[src/rtl/instr_fetch_if.sv]
// Fetch-stage bus: PC register loop, instruction-memory read port and decode handshake.
interface instr_fetch_if #(
  parameter int ADDR_W = 6,
  parameter int DATA_W = 16
);
  logic [ADDR_W-1:0] pc_in;
  logic [ADDR_W-1:0] pc_next;
  logic              redirect;
  logic [ADDR_W-1:0] redirect_addr;
  logic              imem_req;
  logic [ADDR_W-1:0] imem_addr;
  logic [DATA_W-1:0] imem_rdata;
  logic [DATA_W-1:0] instr;
  logic [ADDR_W-1:0] instr_pc;
  logic              instr_valid;
  logic              instr_ready;
  logic              halted;

  modport master (
    input  pc_in, redirect, redirect_addr, imem_rdata, instr_ready,
    output pc_next, imem_req, imem_addr, instr, instr_pc, instr_valid, halted
  );

  modport slave (
    output pc_in, redirect, redirect_addr, imem_rdata, instr_ready,
    input  pc_next, imem_req, imem_addr, instr, instr_pc, instr_valid, halted
  );
endinterface

[src/rtl/instr_fetch.sv]
// Fetch stage: issues imem reads under a queue-credit rule, buffers returned words
// in a small shift queue for decode, and handles branch redirect and HALT stop.
module instr_fetch #(
  parameter int          ADDR_W  = 6,
  parameter int          DATA_W  = 16,
  parameter int          MEM_LAT = 1,
  parameter int          QDEPTH  = 2,
  parameter logic [3:0]  HALT_OP = 4'hF
) (
  input  logic         clock,
  input  logic         reset_n,
  instr_fetch_if.master bus
);
  localparam int CW = $clog2(QDEPTH + 1);
  localparam int OW = $clog2(QDEPTH + MEM_LAT + 1) + 1;

  typedef enum logic [1:0] {IDLE, RUN, HALTED} state_t;

  state_t            state, state_n;
  logic [CW-1:0]     count, count_n;
  logic [DATA_W-1:0] q_data   [QDEPTH];
  logic [DATA_W-1:0] q_data_n [QDEPTH];
  logic [ADDR_W-1:0] q_pc     [QDEPTH];
  logic [ADDR_W-1:0] q_pc_n   [QDEPTH];
  logic [MEM_LAT-1:0] pipe_v;
  logic [ADDR_W-1:0] pipe_pc  [MEM_LAT];
  logic              pop, push, halt_push, issue;
  logic [OW-1:0]     inflight, occupancy;
  logic [CW-1:0]     wr_idx;

  assign pop       = (count != '0) && bus.instr_ready;
  assign push      = pipe_v[MEM_LAT-1] && !bus.redirect;
  assign halt_push = push && (state == RUN) && (bus.imem_rdata[DATA_W-1 -: 4] == HALT_OP);
  assign wr_idx    = count - CW'(pop);

  // Credit rule: queued words plus outstanding reads must leave room for the new one.
  always_comb begin
    inflight = '0;
    for (int i = 0; i < MEM_LAT; i++) inflight = inflight + OW'(pipe_v[i]);
    occupancy = OW'(count) + inflight - OW'(pop);
    issue = (state == RUN) && !bus.redirect && !halt_push && (occupancy < OW'(QDEPTH));
  end

  always_comb begin
    state_n = state;
    case (state)
      IDLE:    state_n = RUN;
      RUN:     if (!bus.redirect && halt_push) state_n = HALTED;
      HALTED:  if (bus.redirect) state_n = RUN;
      default: state_n = IDLE;
    endcase
  end

  always_ff @(posedge clock or negedge reset_n) begin
    if (!reset_n) state <= IDLE;
    else          state <= state_n;
  end

  // Read pipe; a HALT word also kills the reads issued behind it.
  always_ff @(posedge clock or negedge reset_n) begin
    if (!reset_n) begin
      pipe_v <= '0;
      for (int i = 0; i < MEM_LAT; i++) pipe_pc[i] <= '0;
    end else begin
      if (bus.redirect || halt_push) begin
        pipe_v <= '0;
      end else begin
        pipe_v[0] <= issue;
        for (int i = 1; i < MEM_LAT; i++) pipe_v[i] <= pipe_v[i-1];
      end
      pipe_pc[0] <= bus.pc_in;
      for (int i = 1; i < MEM_LAT; i++) pipe_pc[i] <= pipe_pc[i-1];
    end
  end

  always_comb begin
    count_n = count;
    for (int i = 0; i < QDEPTH; i++) begin
      q_data_n[i] = q_data[i];
      q_pc_n[i]   = q_pc[i];
    end
    if (bus.redirect) begin
      count_n = '0;
    end else begin
      if (pop) begin
        for (int i = 0; i < QDEPTH - 1; i++) begin
          q_data_n[i] = q_data[i+1];
          q_pc_n[i]   = q_pc[i+1];
        end
      end
      if (push) begin
        for (int i = 0; i < QDEPTH; i++) begin
          if (wr_idx == CW'(i)) begin
            q_data_n[i] = bus.imem_rdata;
            q_pc_n[i]   = pipe_pc[MEM_LAT-1];
          end
        end
      end
      count_n = count + CW'(push) - CW'(pop);
    end
  end

  always_ff @(posedge clock or negedge reset_n) begin
    if (!reset_n) begin
      count <= '0;
      for (int i = 0; i < QDEPTH; i++) begin
        q_data[i] <= '0;
        q_pc[i]   <= '0;
      end
    end else begin
      count <= count_n;
      for (int i = 0; i < QDEPTH; i++) begin
        q_data[i] <= q_data_n[i];
        q_pc[i]   <= q_pc_n[i];
      end
    end
  end

  always_comb begin
    if (!reset_n)          bus.pc_next = '0;
    else if (bus.redirect) bus.pc_next = bus.redirect_addr;
    else if (issue)        bus.pc_next = bus.pc_in + ADDR_W'(1);
    else                   bus.pc_next = bus.pc_in;
  end

  assign bus.imem_req    = issue;
  assign bus.imem_addr   = bus.pc_in;
  assign bus.instr       = q_data[0];
  assign bus.instr_pc    = q_pc[0];
  assign bus.instr_valid = (count != '0);
  assign bus.halted      = (state == HALTED);
endmodule

[src/flat_wrapper.sv]
// flat-port wrapper written by rule: the top's interface ports become plain ports
module instr_fetch_flat 
#(
  parameter int          ADDR_W  = 6,
  parameter int          DATA_W  = 16,
  parameter int          MEM_LAT = 1,
  parameter int          QDEPTH  = 2,
  parameter logic [3:0]  HALT_OP = 4'hF
)
  (clock, reset_n, bus_pc_in, bus_redirect, bus_redirect_addr, bus_imem_rdata, bus_instr_ready, bus_pc_next, bus_imem_req, bus_imem_addr, bus_instr, bus_instr_pc, bus_instr_valid, bus_halted);
  instr_fetch_if #(.ADDR_W(ADDR_W), .DATA_W(DATA_W)) bus_i ();
  input  logic clock;
  input  logic reset_n;
  input wire logic [$bits(bus_i.pc_in)-1:0] bus_pc_in;
  input wire logic [$bits(bus_i.redirect)-1:0] bus_redirect;
  input wire logic [$bits(bus_i.redirect_addr)-1:0] bus_redirect_addr;
  input wire logic [$bits(bus_i.imem_rdata)-1:0] bus_imem_rdata;
  input wire logic [$bits(bus_i.instr_ready)-1:0] bus_instr_ready;
  output wire logic [$bits(bus_i.pc_next)-1:0] bus_pc_next;
  output wire logic [$bits(bus_i.imem_req)-1:0] bus_imem_req;
  output wire logic [$bits(bus_i.imem_addr)-1:0] bus_imem_addr;
  output wire logic [$bits(bus_i.instr)-1:0] bus_instr;
  output wire logic [$bits(bus_i.instr_pc)-1:0] bus_instr_pc;
  output wire logic [$bits(bus_i.instr_valid)-1:0] bus_instr_valid;
  output wire logic [$bits(bus_i.halted)-1:0] bus_halted;
  assign bus_i.pc_in = bus_pc_in;
  assign bus_i.redirect = bus_redirect;
  assign bus_i.redirect_addr = bus_redirect_addr;
  assign bus_i.imem_rdata = bus_imem_rdata;
  assign bus_i.instr_ready = bus_instr_ready;
  assign bus_pc_next = bus_i.pc_next;
  assign bus_imem_req = bus_i.imem_req;
  assign bus_imem_addr = bus_i.imem_addr;
  assign bus_instr = bus_i.instr;
  assign bus_instr_pc = bus_i.instr_pc;
  assign bus_instr_valid = bus_i.instr_valid;
  assign bus_halted = bus_i.halted;
  instr_fetch #(.ADDR_W(ADDR_W), .DATA_W(DATA_W), .MEM_LAT(MEM_LAT), .QDEPTH(QDEPTH), .HALT_OP(HALT_OP)) u_core (.clock(clock), .reset_n(reset_n), .bus(bus_i));
endmodule
[config.mk]
export PLATFORM = sky130hd
export DESIGN_NAME = instr_fetch_flat
export DESIGN_NICKNAME = d
export VERILOG_FILES = /design/src/rtl/instr_fetch_if.sv /design/src/rtl/instr_fetch.sv /design/src/flat_wrapper.sv
export SDC_FILE = /design/constraint.sdc
export NUM_CORES = 1
export LEC_CHECK = 0
export ABC_AREA = 1
export CAP_MARGIN = 20
export CORE_ASPECT_RATIO = 1.2
export CORE_MARGIN = 1.5
export CORE_UTILIZATION = 55
export CTS_CLUSTER_SIZE = 24
export DETAILED_ROUTE_END_ITERATION = 6
export PLACE_DENSITY_LB_ADDON = 0.25
export RECOVER_POWER = 100
export SYNTH_ARGS = -nofsm -noshare
export SYNTH_HDL_FRONTEND = slang
export SYNTH_SLANG_ARGS = --single-unit
[constraint.sdc]
create_clock -name clock -period 5 [get_ports clock]
set_input_delay 1 -clock clock [delete_from_list [all_inputs] [get_ports clock]]
set_output_delay 1 -clock clock [all_outputs]
set_load 0.005 [all_outputs]
==> results by group <==
Status
  • Outcome: finished with violations
  • Failing checks: DRC, capacitance limit, slew limit

Timing
  • Worst clock skew: between 0.007 and 0.008 ns
  • Final min period: between 4 and 5 ns
  • RSZ-0062 raised after global routing: false
  • Setup TNS after final layout: 0 ns
  • Final setup fails: 0
  • Slew @ Worst Pin: 2.431 ns
  • Hold Vio Cnt, Final: 0
  • Final-report max-slew violation count: between 40 and 50
  • Final period util: about 95%
  • Setup ws final: 0.2538 ns
  • Worst slew margin: -62.05%
  • Fmax: 0.2107 GHz

Critical path
  • CP Data Required Time: 4.00 ns
  • Top delay family on crit path: buffers and inverters
  • R2R depth: 7
  • Worst R2R Setup Slack: 1.63 ns
  • Critical path buffer and inverter count: 3
  • Worst path cell trace: clkdlybuf4s50_1 -> nand3_1 -> nand2_1 -> nand2_1 -> fa_1 -> nand2_1 -> inv_1 -> nand2_1 -> nor2_2 -> nand2_1 -> nand2_1 -> nand2_1 -> a21oi_1 -> dlygate4sd3_1
  • Max Fanout on Critical Path: 6
  • Worst setup startpoint: bus_instr_ready
  • Critical R2R Capture: u_core.q_data[15]
  • WP depth: 14
  • CP dominant cell by count: nand2_1
  • Crit-path slowest cell: dlygate4sd3_1
  • Setup crit start kind: input port
  • Critical path capture point: bus_pc_next[3]
  • Worst R2R Start: u_core.count[1]
  • Crit path kind: input port to primary output
  • CP Capture Type: primary output
  • CP max stage delay: 0.58 ns
  • Data arrival time of the critical path: about 3.8 ns

Die
  • Total die area: 6151 µm²
  • CORE AREA: 5370 µm²
  • Die W: 71.85 µm
  • Row cnt: 29
  • Initial Utilization: 58.25%
  • Total I/O pin count: 69
  • Die H: 85.61 µm

Global routing
  • GRT Overall Usage: 21.93%
  • Vias in the first global route: between 2000 and 2500
  • Global Route met3 Usage: 3.290%
  • First-pass GRT wire length: between 10000 and 15000 µm
  • Initial antenna violation count: 0
  • Most used routing layer: met2
  • Gr ovfl total: 0
  • Largest net degree at the start of global routing: 47
  • Global-route met2 utilization: 39.56%
  • Met1 Resource Use GR: 27.04%

Clock network
  • CTS hold repair buffers: 0
  • H-Tree Depth: 2
  • CTS Sinks: 55
  • Clock-pin slew on the worst setup and hold paths: 0.09 ns
  • Post-CTS Setup Bufs: 0
  • Quantity of gates resized following cts: 0
  • Clk_lat worst skew: 0.30 ns
  • CTS tree: done
  • Clock root buffer: clkbuf_8
  • Longest Clk Path Bufs: 2
  • TritonCTS Buffers: 5

Yosys
  • YS warnings: 0
  • Prevailing post-synth register cell: dfrtp_1
  • Xor/xnor share of the synthesized area: 1.120%
  • Compound-cell area share of the yosys netlist: 5.120%
  • Cells after Synth: 384
  • Sequential area share after synthesis: 44.00%
  • Top post-synthesis cells by area: dfrtp_1, nand2_1, nand3_1, inv_1, buf_4
  • Count leader, synth: nand2_1
  • Top cell type's share of synthesized area: about 44%
  • Synth cell count leaders: nand2_1, inv_1, dfrtp_1, nand3_1, buf_4
  • EDFF count, synth: 0
  • Multiplexer share of the synthesized area: 9.120%
  • Main combinational cell family by area after synthesis: simple AND/OR/NAND/NOR gates
  • Adder-cell share of the synthesized area: 1.840%
  • Async S/R FF share, synth: 100.0%
  • Mapped Area: 3128 µm²
  • Avg Synthesized Cell Area: 8.146 µm²
  • Syn Nets: 420
  • Synth Area in Simple Gates: 22.00%
  • Unique masters post-synth: 24
  • Post-synth top area cell: dfrtp_1
  • Flops & latches, synth: 55

Drt
  • # DRC: 4
  • Via count: 2509
  • Wire per inst: 13.04 µm
  • Final WL: 6297 µm
  • Vias/cell: roughly 5.2
  • Final ANT Viol Nets: 0
  • Iter 0 DRT Violations: 117
  • Number of iterations in the first detailed-routing pass: 6

Layout
  • Share of cells above drive strength 1: around 3%
  • Antenna Cells: 0
  • Layout area overhead: 17.20%
  • Final nets: about 460
  • End-of-flow core utilization: 68.27%
  • Fin area: 3666 µm²

Worst hold path
  • Worst hold-check path type: flip-flop to flip-flop

Pwr
  • Switching Share: 31.65%
  • Combinational share of power: 37.2%
  • Pwr/cell area: around 420 nW/µm²
  • P_int: 1.043 mW
  • Part of the power in registers: 45.7%
  • Clock power share: 17.0%
  • Sw Pwr: 482.8 µW
  • P_leak: 1.935 nW
  • Max VDD drop: 0.1814 mV

Placed design
  • Port bufs: 68
  • Placed cell area: 3630 µm²
  • Post-Place Setup Slack: 0.3583 ns
  • GP Congestion: 0.8034
  • Post-DP HPWL: 4272 µm

Job
  • Max-Cap Viols: 1
-- sequential cells by signal (all words and copies together), names as in the netlist --
| signal | cells |
|---|---|
| u_core.state | 2 |
| u_core.count | 2 |
| u_core.pipe_pc | 6 |
| u_core.q_pc | 6 |
| u_core.pipe_v | 1 |
| u_core.q_data | 16 |
| u_core.bus.instr_pc | 6 |
| u_core.bus.instr | 16 |
-- layout make-up --
cell class	instances	area (µm²)
Sequential cell	55	1376
Multi-Input combinational cell	221	1175
Fill cell	470	1704
Inverter	65	244.0
Tap cell	62	77.57
Clock buffer	8	100.1
Timing Repair Buffer	72	693.2
-- routing by layer --
metal / wire length, µm / vias up / part of all wire (%)
met2: 3172 / 70 / 50
met5: 0 / - / 0
met3: 255 / 8 / 4.0
met4: 83 / 0 / 1.3
met1: 2786 / 1189 / 44
li1: - / 1242 / -
-- layout by cell type, fill, tap and decap left out --
cell	instances
nand3b_1	1
nand4_1	1
inv_2	2
xnor2_1	3
fa_1	1
ha_1	3
clkdlybuf4s50_1	28
mux2_1	20
mux2_2	2
xor2_1	1
nor3_1	1
nand3_1	54
clkbuf_1	5
nand2_1	85
clkbuf_8	7
dfrtp_1	55
a21oi_1	5
buf_4	1
o21ai_0	27
dlygate4sd3_1	39
nor2_2	1
inv_1	63
nor2_1	16
-- logic make-up after synthesis --
family,Yosys count
AOI/OAI and AO/OA,32
xor gates and xnor gates,4
and+or+nand+nor,159
muxes,22
adders and majority gates,4
DFF,55
buffers and inverters,108
-- power by group through the flow --
stage / clock network (mW) / logic [mW] / registers [mW]
after floorplan: 0 / 0.481 / 0.691
after detailed placement: 0 / 0.641 / 0.714
after CTS: 0.267 / 0.646 / 0.704
final: 0.260 / 0.568 / 0.698
after global placement: 0 / 0.626 / 0.703
after global routing: 0.283 / 0.649 / 0.718
-- how the worst min path moves through the flow --
stage	start	endpoint	slack, ns	cells past startpoint
global route	u_core.pipe_pc[5]	u_core.q_pc[5]	0.52	1
detailed placement	u_core.q_pc[0]	u_core.q_pc[0]	0.48	1
global placement	u_core.pipe_pc[3]	u_core.q_pc[3]	0.47	1
floorplan	u_core.q_data[0]	u_core.q_data[0]	0.46	1
CTS	u_core.q_data[1]	u_core.q_data[1]	0.50	1
finish	u_core.q_data[6]	u_core.q_data[6]	0.49	1
-- stage by stage --
step	total power, mW	cells	hold slack [ns]
floorplan	1.172	384	0.4588
global placement	1.330	475	0.4667
detailed placement	1.355	475	0.4794
CTS	1.618	483	0.5013
global route	1.650	483	0.5160
finish	1.525	483	0.4908
No activity file was read; power rests on OpenSTA's default activity.
